File: config.mk
export PLATFORM = sky130hd
export DESIGN_NAME = phase2speed_mc_flat
export DESIGN_NICKNAME = d
export VERILOG_FILES = /design/src/rtl/phase2speed_mc_if.sv /design/src/rtl/phase2speed_mc.sv /design/src/flat_wrapper.sv
export SDC_FILE = /design/constraint.sdc
export NUM_CORES = 1
export LEC_CHECK = 0
export CAP_MARGIN = 10
export CORE_MARGIN = 2
export CORE_UTILIZATION = 62
export DETAILED_ROUTE_END_ITERATION = 8
export PLACE_DENSITY = 0.82
export SYNTH_ARGS = -nofsm -noshare
export SYNTH_HDL_FRONTEND = slang
export SYNTH_SLANG_ARGS = --single-unit
File: constraint.sdc
create_clock -name clock -period 7.3 [get_ports clock]
set_clock_uncertainty 0.15 [all_clocks]
set_input_delay 1.46 -clock clock [delete_from_list [all_inputs] [get_ports clock]]
set_output_delay 1.46 -clock clock [all_outputs]
set_load 0.02 [all_outputs]
File: src/rtl/phase2speed_mc_if.sv
// Sample/result bundle for phase2speed_mc: the phase-sample side plus the tagged speed result.
interface phase2speed_mc_if #(
  parameter int NCH = 4,
  parameter int PW  = 19,
  parameter int SW  = 16
);
  localparam int CW = (NCH > 1) ? $clog2(NCH) : 1;

  logic                 clear;
  logic                 sample;
  logic [CW-1:0]        ch;
  logic [3:0]           meanlen;
  logic signed [PW-1:0] phase;
  logic signed [SW-1:0] speed;
  logic [CW-1:0]        speed_ch;
  logic                 ready;

  modport master (output clear, sample, ch, meanlen, phase,
                  input  speed, speed_ch, ready);
  modport slave  (input  clear, sample, ch, meanlen, phase,
                  output speed, speed_ch, ready);
endinterface

File: src/rtl/phase2speed_mc.sv
// Per-channel windowed averaging of phase differences, gain-scaled into tagged speed results.
// Optional macro SPEED_SAT_EN: saturate the speed output instead of two's-complement wrapping.
module phase2speed_mc #(
  parameter int NCH    = 4,
  parameter int PW     = 19,
  parameter int SW     = 16,
  parameter int MAXLEN = 15,
  parameter int KW     = 16,
  parameter int K      = 1024,
  parameter int KSHIFT = 10
) (
  input  logic            clock,
  input  logic            reset,
  phase2speed_mc_if.slave bus
);
  localparam int CW  = (NCH > 1) ? $clog2(NCH) : 1;
  localparam int AW  = PW + MAXLEN;
  localparam int PRW = AW + KW;
  localparam logic [3:0]           MAXLEN_L = 4'(MAXLEN);
  localparam logic signed [KW-1:0] K_L      = KW'(K);

  function automatic logic signed [SW-1:0] fit(input logic signed [PRW-1:0] p);
`ifdef SPEED_SAT_EN
    if ((&p[PRW-1:SW-1]) || !(|p[PRW-1:SW-1])) begin
      fit = p[SW-1:0];
    end else if (p[PRW-1]) begin
      fit = {1'b1, {(SW-1){1'b0}}};
    end else begin
      fit = {1'b0, {(SW-1){1'b1}}};
    end
`else
    fit = p[SW-1:0];
`endif
  endfunction

  logic signed [AW-1:0]  acc_q [NCH];
  logic signed [AW-1:0]  acc_d [NCH];
  logic [MAXLEN-1:0]     cnt_q [NCH];
  logic [MAXLEN-1:0]     cnt_d [NCH];
  logic [3:0]            len_q [NCH];
  logic [3:0]            len_d [NCH];
  logic                  s1_vld_q, s1_vld_d;
  logic signed [AW-1:0]  s1_mean_q, s1_mean_d;
  logic [CW-1:0]         s1_ch_q, s1_ch_d;
  logic signed [SW-1:0]  speed_q, speed_d;
  logic [CW-1:0]         speed_ch_q, speed_ch_d;
  logic                  ready_q, ready_d;

  logic                  accept_s;
  logic                  close_s;
  logic [3:0]            eff_len_s;
  logic signed [AW-1:0]  sum_s;
  logic signed [PRW-1:0] prod_s;
  logic signed [PRW-1:0] p_s;

  // Window length is taken from meanlen only when the window opens; otherwise the latched value rules.
  always_comb begin
    accept_s  = bus.sample && (32'(bus.ch) < NCH);
    eff_len_s = len_q[bus.ch];
    if (cnt_q[bus.ch] == '0) begin
      if (bus.meanlen > MAXLEN_L) begin
        eff_len_s = MAXLEN_L;
      end else begin
        eff_len_s = bus.meanlen;
      end
    end else begin
      eff_len_s = len_q[bus.ch];
    end
    sum_s   = acc_q[bus.ch] + AW'(bus.phase);
    close_s = accept_s && (32'(cnt_q[bus.ch]) == ((32'd1 << eff_len_s) - 32'd1));
    prod_s  = PRW'(s1_mean_q) * PRW'(K_L);
    p_s     = prod_s >>> KSHIFT;
  end

  always_comb begin
    acc_d      = acc_q;
    cnt_d      = cnt_q;
    len_d      = len_q;
    s1_vld_d   = 1'b0;
    s1_mean_d  = s1_mean_q;
    s1_ch_d    = s1_ch_q;
    speed_d    = speed_q;
    speed_ch_d = speed_ch_q;
    ready_d    = 1'b0;
    if (bus.clear) begin
      // Flush wins over any sample in the same cycle; the last result stays visible.
      for (int i = 0; i < NCH; i++) begin
        acc_d[i] = '0;
        cnt_d[i] = '0;
        len_d[i] = 4'd0;
      end
    end else begin
      if (accept_s) begin
        len_d[bus.ch] = eff_len_s;
        if (close_s) begin
          s1_vld_d      = 1'b1;
          s1_mean_d     = sum_s >>> eff_len_s;
          s1_ch_d       = bus.ch;
          acc_d[bus.ch] = '0;
          cnt_d[bus.ch] = '0;
        end else begin
          acc_d[bus.ch] = sum_s;
          cnt_d[bus.ch] = cnt_q[bus.ch] + {{(MAXLEN-1){1'b0}}, 1'b1};
        end
      end else begin
        s1_vld_d = 1'b0;
      end
      if (s1_vld_q) begin
        ready_d    = 1'b1;
        speed_d    = fit(p_s);
        speed_ch_d = s1_ch_q;
      end else begin
        ready_d = 1'b0;
      end
    end
  end

  always_ff @(posedge clock or negedge reset) begin
    if (!reset) begin
      for (int i = 0; i < NCH; i++) begin
        acc_q[i] <= '0;
        cnt_q[i] <= '0;
        len_q[i] <= 4'd0;
      end
      s1_vld_q   <= 1'b0;
      s1_mean_q  <= '0;
      s1_ch_q    <= '0;
      speed_q    <= '0;
      speed_ch_q <= '0;
      ready_q    <= 1'b0;
    end else begin
      acc_q      <= acc_d;
      cnt_q      <= cnt_d;
      len_q      <= len_d;
      s1_vld_q   <= s1_vld_d;
      s1_mean_q  <= s1_mean_d;
      s1_ch_q    <= s1_ch_d;
      speed_q    <= speed_d;
      speed_ch_q <= speed_ch_d;
      ready_q    <= ready_d;
    end
  end

  assign bus.speed    = speed_q;
  assign bus.speed_ch = speed_ch_q;
  assign bus.ready    = ready_q;
endmodule

File: src/flat_wrapper.sv
// flat-port wrapper written by rule: the top's interface ports become plain ports
module phase2speed_mc_flat 
#(
  parameter int NCH    = 4,
  parameter int PW     = 19,
  parameter int SW     = 16,
  parameter int MAXLEN = 15,
  parameter int KW     = 16,
  parameter int K      = 1024,
  parameter int KSHIFT = 10
)
  (clock, reset, bus_clear, bus_sample, bus_ch, bus_meanlen, bus_phase, bus_speed, bus_speed_ch, bus_ready);
  phase2speed_mc_if #(.NCH(NCH), .PW(PW), .SW(SW)) bus_i ();
  input  logic clock;
  input  logic reset;
  input wire logic [$bits(bus_i.clear)-1:0] bus_clear;
  input wire logic [$bits(bus_i.sample)-1:0] bus_sample;
  input wire logic [$bits(bus_i.ch)-1:0] bus_ch;
  input wire logic [$bits(bus_i.meanlen)-1:0] bus_meanlen;
  input wire logic [$bits(bus_i.phase)-1:0] bus_phase;
  output wire logic [$bits(bus_i.speed)-1:0] bus_speed;
  output wire logic [$bits(bus_i.speed_ch)-1:0] bus_speed_ch;
  output wire logic [$bits(bus_i.ready)-1:0] bus_ready;
  assign bus_i.clear = bus_clear;
  assign bus_i.sample = bus_sample;
  assign bus_i.ch = bus_ch;
  assign bus_i.meanlen = bus_meanlen;
  assign bus_i.phase = bus_phase;
  assign bus_speed = bus_i.speed;
  assign bus_speed_ch = bus_i.speed_ch;
  assign bus_ready = bus_i.ready;
  phase2speed_mc #(.NCH(NCH), .PW(PW), .SW(SW), .MAXLEN(MAXLEN), .KW(KW), .K(K), .KSHIFT(KSHIFT)) u_core (.clock(clock), .reset(reset), .bus(bus_i));
endmodule
Word-level counts from Yosys, hierarchy flattened

Index checks and enable logic that the tools add are counted.

Flip-flop bits (word level): 250
Output and inout port bits: 19

Equality and inequality tests: 1
Add/sub/neg operators: 3
Mux-type cells: 33
Reductions and logical operators: 6
$lt $le $gt $ge: 3
Bitwise operators: 6
Shift operators: 2

Operator list:

| kind                                                | count |
|---|---|
| 2-to-1 mux 136 bit                                  | 3 |
| 2-to-1 mux 60 bit                                   | 3 |
| AND 136 bit                                         | 1 |
| bitwise mux 136 bit                                 | 1 |
| inverter 136 bit                                    | 1 |
| 2-to-1 mux 34 bit                                   | 3 |
| binary-select mux 34 bit (select 2 bit)             | 1 |
| demux 34 bit (select 2 bit)                         | 1 |
| AND 60 bit                                          | 1 |
| bitwise mux 60 bit                                  | 1 |
| inverter 60 bit                                     | 1 |
| 2-to-1 mux 15 bit                                   | 3 |
| adder 34 x 19 -> 34 bit                             | 1 |
| >>> shifter 34 x 4 -> 16 bit                        | 1 |
| == test 15 x 32 -> 1 bit                            | 1 |
| 2-to-1 mux 16 bit                                   | 2 |
| << shifter 1 x 4 -> 32 bit (first input constant)   | 1 |
| subtractor 32 x 1 -> 32 bit (second input constant) | 1 |
| binary-select mux 15 bit (select 2 bit)             | 1 |
| demux 15 bit (select 2 bit)                         | 1 |
| 2-to-1 mux 4 bit                                    | 5 |
| bitwise mux 16 bit                                  | 1 |
| adder 15 x 1 -> 15 bit (second input constant)      | 1 |
| zero test 15 bit                                    | 1 |
| other kinds (12)                                    | 17 |

Logic depth before layout (Yosys ltp)

Depth in word-level cells: 13
Mapped depth: 27

Least setup slack after synthesis

Ideal clock, no wire load.

Path kind: input to register
From: input bus_ch[0]
To: register u_core.acc_q[90] (netlist bit)
Stages: 27
Required time: 7.029 ns
Arrival time: 7.390 ns
Slack: -0.361 ns
Path through: buf_4 > buf_6 > buf_2 > mux4_2 > inv_1 > ha_1 > nor4b_1 > and4_1 > buf_2 > mux2i_1 > clkbuf_1 > clkbuf_1 > clkbuf_1 > nand3_1 > ha_1 > or2_2 > o2bb2a_1 > o32ai_1 > mux2i_1 > xnor2_1 > nor4_1 > o211ai_1 > o31ai_4 > nor2_2 > buf_4 > buf_6 > a22o_1

Cells in the longest elaborated chain, start to end: 13
Elaborated cells on any way between the ends: 28
Classes of those cells: add/sub: 2; order compare: 2; eq/ne: 1; shift: 1; mux: 16; bitwise: 3; reduce/logical: 3

Ends and longest elaborated chain:

| element                                               | RTL line                                   | source |
|---|---|---|
| start: declaration                                    | flat_wrapper.sv:18                         | `input wire logic [$bits(bus_i.ch)-1:0] bus_ch;` |
| inverter 2 -> 3 bit (*)                               | --                                         |  |
| binary-select mux 15 bit (select 2 bit)               | phase2speed_mc.sv:60, phase2speed_mc.sv:70 |  |
| 2-to-1 mux 15 bit (not written as such) (2 in series) | phase2speed_mc.sv:60, phase2speed_mc.sv:70 |  |
| zero test 15 bit                                      | phase2speed_mc.sv:60                       | `if (cnt_q[bus.ch] == '0) begin` |
| 2-to-1 mux 4 bit                                      | phase2speed_mc.sv:60                       |  |
| << shifter 1 x 4 -> 32 bit                            | phase2speed_mc.sv:70                       | `close_s = accept_s && (32'(cnt_q[bus.ch]) == ((32'd1 << eff_len_s) - 32'd1));` |
| subtractor 32 x 1 -> 32 bit                           | phase2speed_mc.sv:70                       |  |
| == test 15 x 32 -> 1 bit                              | phase2speed_mc.sv:70                       |  |
| logical AND 1 bit                                     | phase2speed_mc.sv:70                       |  |
| 2-to-1 mux 136 bit (*)                                | phase2speed_mc.sv:95                       | `if (close_s) begin` |
| 2-to-1 mux 136 bit (*)                                | phase2speed_mc.sv:93                       | `if (accept_s) begin` |
| 2-to-1 mux 136 bit (*)                                | phase2speed_mc.sv:85                       | `if (bus.clear) begin` |
| end signal: indexed assignment                        | phase2speed_mc.sv:121                      | `acc_q[i] <= '0;` |
| end signal: assignment                                | phase2speed_mc.sv:132                      | `acc_q <= acc_d;` |
| end: declaration                                      | phase2speed_mc.sv:36                       | `logic signed [AW-1:0] acc_q [NCH];` |

Mark *: on every way between the ends. The rest lies on a longest branch, timed or not. The select of a mux whose other input is x is not followed.
A chain may end at the register's enable or synchronous reset.

Worst setup path in the final report

From: input bus_ch[0]
To: register u_core.acc_q[118] (netlist bit)

The elaborated chain is that of the path after synthesis.

==> impl_metrics.env <==
export IMPL_antenna_found_initial=0
export IMPL_ff2ff_setup_slack_ns=1.51
export IMPL_critPathCaptureType="register"
export IMPL_dr_pass1_iters=6
export IMPL_hp_class="register to register"
export IMPL_final_util_pct=71.2
export IMPL_grt_setup_unrepaired="no"
export IMPL_ys_warn_count=0
export IMPL_cts_tree="done"
export IMPL_crit_top_cell="buf_4"
export IMPL_synth_async_sr_flop_share_pct=100
export IMPL_synth_cell_type_count=79
export IMPL_status="finished clean"
export IMPL_nets=1429
export IMPL_synth_edf_count=0
export IMPL_port_buffer_count=47
export IMPL_syn_mean_instance_area_um2=10.7
export IMPL_dpl_cell_area_mm2=0.0152
export IMPL_cts_buffers=26
export IMPL_initial_core_util_pct=63.2
export IMPL_gp_congestion=1.03
export IMPL_antenna_cells=0
export IMPL_wl_met1_mm=17.1
export IMPL_drive_above_1_share_pct=15.9
export IMPL_p_per_area_mw_per_mm2=210
export IMPL_synth_area_leader_cell="dfrtp_1"
export IMPL_synth_top_area_share_pct=41.6
export IMPL_cts_buffer_depth=3
export IMPL_wl_met2_mm=19.4
export IMPL_coreArea_mm2=0.0226
export IMPL_worstSetupPathType="input pin to register"
export IMPL_relSlewSlack_pct=29.4
export IMPL_critical_path_top_delay_family="simple AND/OR/NAND/NOR gates"
export IMPL_worstPathRequired_ns=7.62
export IMPL_clock_latency_ns=0.55
export IMPL_startpoint_type="input pin"
export IMPL_clk_pin_slew_ns=0.06
export IMPL_crit_path_cell_trace="buf_4, mux4_2, inv_1, ha_1, nor4b_1, and4_1, mux2i_1, nand3_1, ha_1, or2_2, o2bb2a_1, o32ai_1, mux2i_1, xnor2_1, nor4_1, o211ai_1, o31ai_4, buf_4, nor2_4, buf_4, a22o_1"
export IMPL_cts_num_sinks=238
export IMPL_critical_path_arrival_ns=6.99
export IMPL_cts_root_buffer_cell="clkbuf_16"
export IMPL_vias=12200
export IMPL_die_x_um=156
export IMPL_min_period_over_period_pct=91.4
export IMPL_ys_top_cells_by_count="dfrtp_1, a22o_1, nand2_1"
export IMPL_crit_slowest_cell="nor2_4"
export IMPL_synth_area_mm2=0.0143
export IMPL_finalSetupViolCount=0
export IMPL_syn_inst=1334
export IMPL_p_leak_nw=7.19
export IMPL_cts_setup_buffers=0
export IMPL_slowest_delay_ns=0.72
export IMPL_ys_seq_area_share_pct=41.6
export IMPL_final_area_mm2=0.0161
export IMPL_htreeDepth=1
export IMPL_synth_area_leaders="dfrtp_1, mux4_2, a22o_1, a32o_1, ha_1"
export IMPL_placementRows=55
export IMPL_routedWlPerCell_um=25.2
export IMPL_dieArea_mm2=0.0243
export IMPL_cts_hold_buf=0
export IMPL_vdd_ir_drop_max_uv=175
export IMPL_wl_mm=42.1
export IMPL_finalHoldViolCount=0
export IMPL_cp_max_fo=28
export IMPL_viasPerCell=7.34
export IMPL_cts_resized_gates=0
export IMPL_holdWs_ns=0.338
export IMPL_slew_violations=0
export IMPL_period_minus_slack_ns=6.67
export IMPL_top_layer="met4"
export IMPL_grt_pass1_vias=12100
export IMPL_ys_seq_elements=238
export IMPL_grt_max_degree=185
export IMPL_drc=0
export IMPL_io_pins=48
export IMPL_syn_nets=1398
export IMPL_die_h_um=156
export IMPL_track_usage_pct=35.2
export IMPL_tns_ns=0
export IMPL_yosysMostFrequentCell="dfrtp_1"
export IMPL_max_slew_worst_pin_slew_ns=1.06
export IMPL_first_iter_violations=1465
export IMPL_fmax_mhz=150
export IMPL_dp_hpwl_mm=28.5
export IMPL_grt_pass1_wl_mm=67.1
export IMPL_wl_met3_mm=4.02
export IMPL_max_cap_violations=0
export IMPL_synth_main_ff_cell="dfrtp_1"
export IMPL_syn_to_final_growth_pct=12.7
export IMPL_ant_nets=0
export IMPL_crit_buf_inv=4
export IMPL_grt_ovfl_total=0
export IMPL_p_total_w=0.00339
## cells in the final DEF (no fill, tap or decap), types with 26 or more instances in the layout
master           instances
ha_1                    34
a21oi_1                 54
o21ai_0                 39
mux2i_1                 27
mux2_2                  32
clkdlybuf4s50_1         44
buf_4                   57
dfrtp_1                238
mux4_2                  51
clkbuf_16               26
nor2_1                  68
nand2_1                 83
a22o_1                 129
nand3_1                 36
a32o_1                  51
## path summary, 6_finish.rpt
check	from	endpoint	depth (start not counted)
worst min-delay path	u_core.acc_q[36]	u_core.acc_q[36]	2
worst max register to register	u_core.cnt_q[15]	u_core.acc_q[118]	20
max in group asynchronous	reset	u_core.cnt_q[6]	2
worst max-delay path	bus_ch[0]	u_core.acc_q[118]	21
min in group asynchronous	reset	u_core.acc_q[123]	1
worst min register to register	u_core.acc_q[36]	u_core.acc_q[36]	2
## metrics by stage
stage / setup WS (ns) / cells
final: 0.628 / 1669
after CTS: 0.723 / 1669
after global routing: 0.245 / 1669
after detailed placement: 0.202 / 1622
after floorplan: 0.00629 / 1334
after global placement: 0.319 / 1622
## sequential cells by signal, indices dropped and copies added (netlist names)
| signal | cells |
|---|---|
| u_core.bus.ready | 1 |
| u_core.bus.speed_ch | 2 |
| u_core.bus.speed | 16 |
| u_core.len_q | 16 |
| u_core.cnt_q | 60 |
| u_core.s1_ch_q | 2 |
| u_core.s1_vld_q | 1 |
| u_core.s1_mean_q | 16 |
| u_core.acc_q | 124 |
## logic make-up (layout without fill, tap and decap cells)
kind of cell / after synthesis / after routing / synth area share (%)
AO/OA/AOI/OAI: 439 / 439 / 24.1
XOR/XNOR: 34 / 34 / 2.08
adder cells (fa/ha/maj): 35 / 35 / 3.11
buffers and inverters: 125 / 175 / 3.70
flip-flops: 238 / 238 / 41.6
multiplexers: 114 / 114 / 12.8
AND/OR/NAND/NOR: 349 / 349 / 12.6
## worst min-delay path, cell delays in order (launching register included)
cell and delay [ns]:
dfrtp_1 0.34, nand2_1 0.05, o31ai_1 0.06
## where the power goes
part | internal, W | switching [W] | leakage, nW
Combinational | 0.000245 | 0.000437 | 3.48
Clock | 0.000783 | 0.000551 | 0.424
Sequential | 0.00135 | 0.0000215 | 3.29
Total | 0.00238 | 0.00101 | 7.19
## layer usage
metal / GRT usage, % / vias to the layer above
met5: 0 / -
met4: 12.5 / 0
met3: 7.92 / 126
met2: 54.8 / 738
met1: 49.2 / 6067
li1: - / 5313
## area by class of cell
cell class                      count  area [um2]
Multi-Input combinational cell    971        7900
Sequential cell                   238        5960
Fill cell                        1603        6530
Inverter                           22        82.6
Clock buffer                       37         742
Timing Repair Buffer              106         948
Clock inverter                     10         129
Tap cell                          285         357
Power figures use the tool's default switching activity.
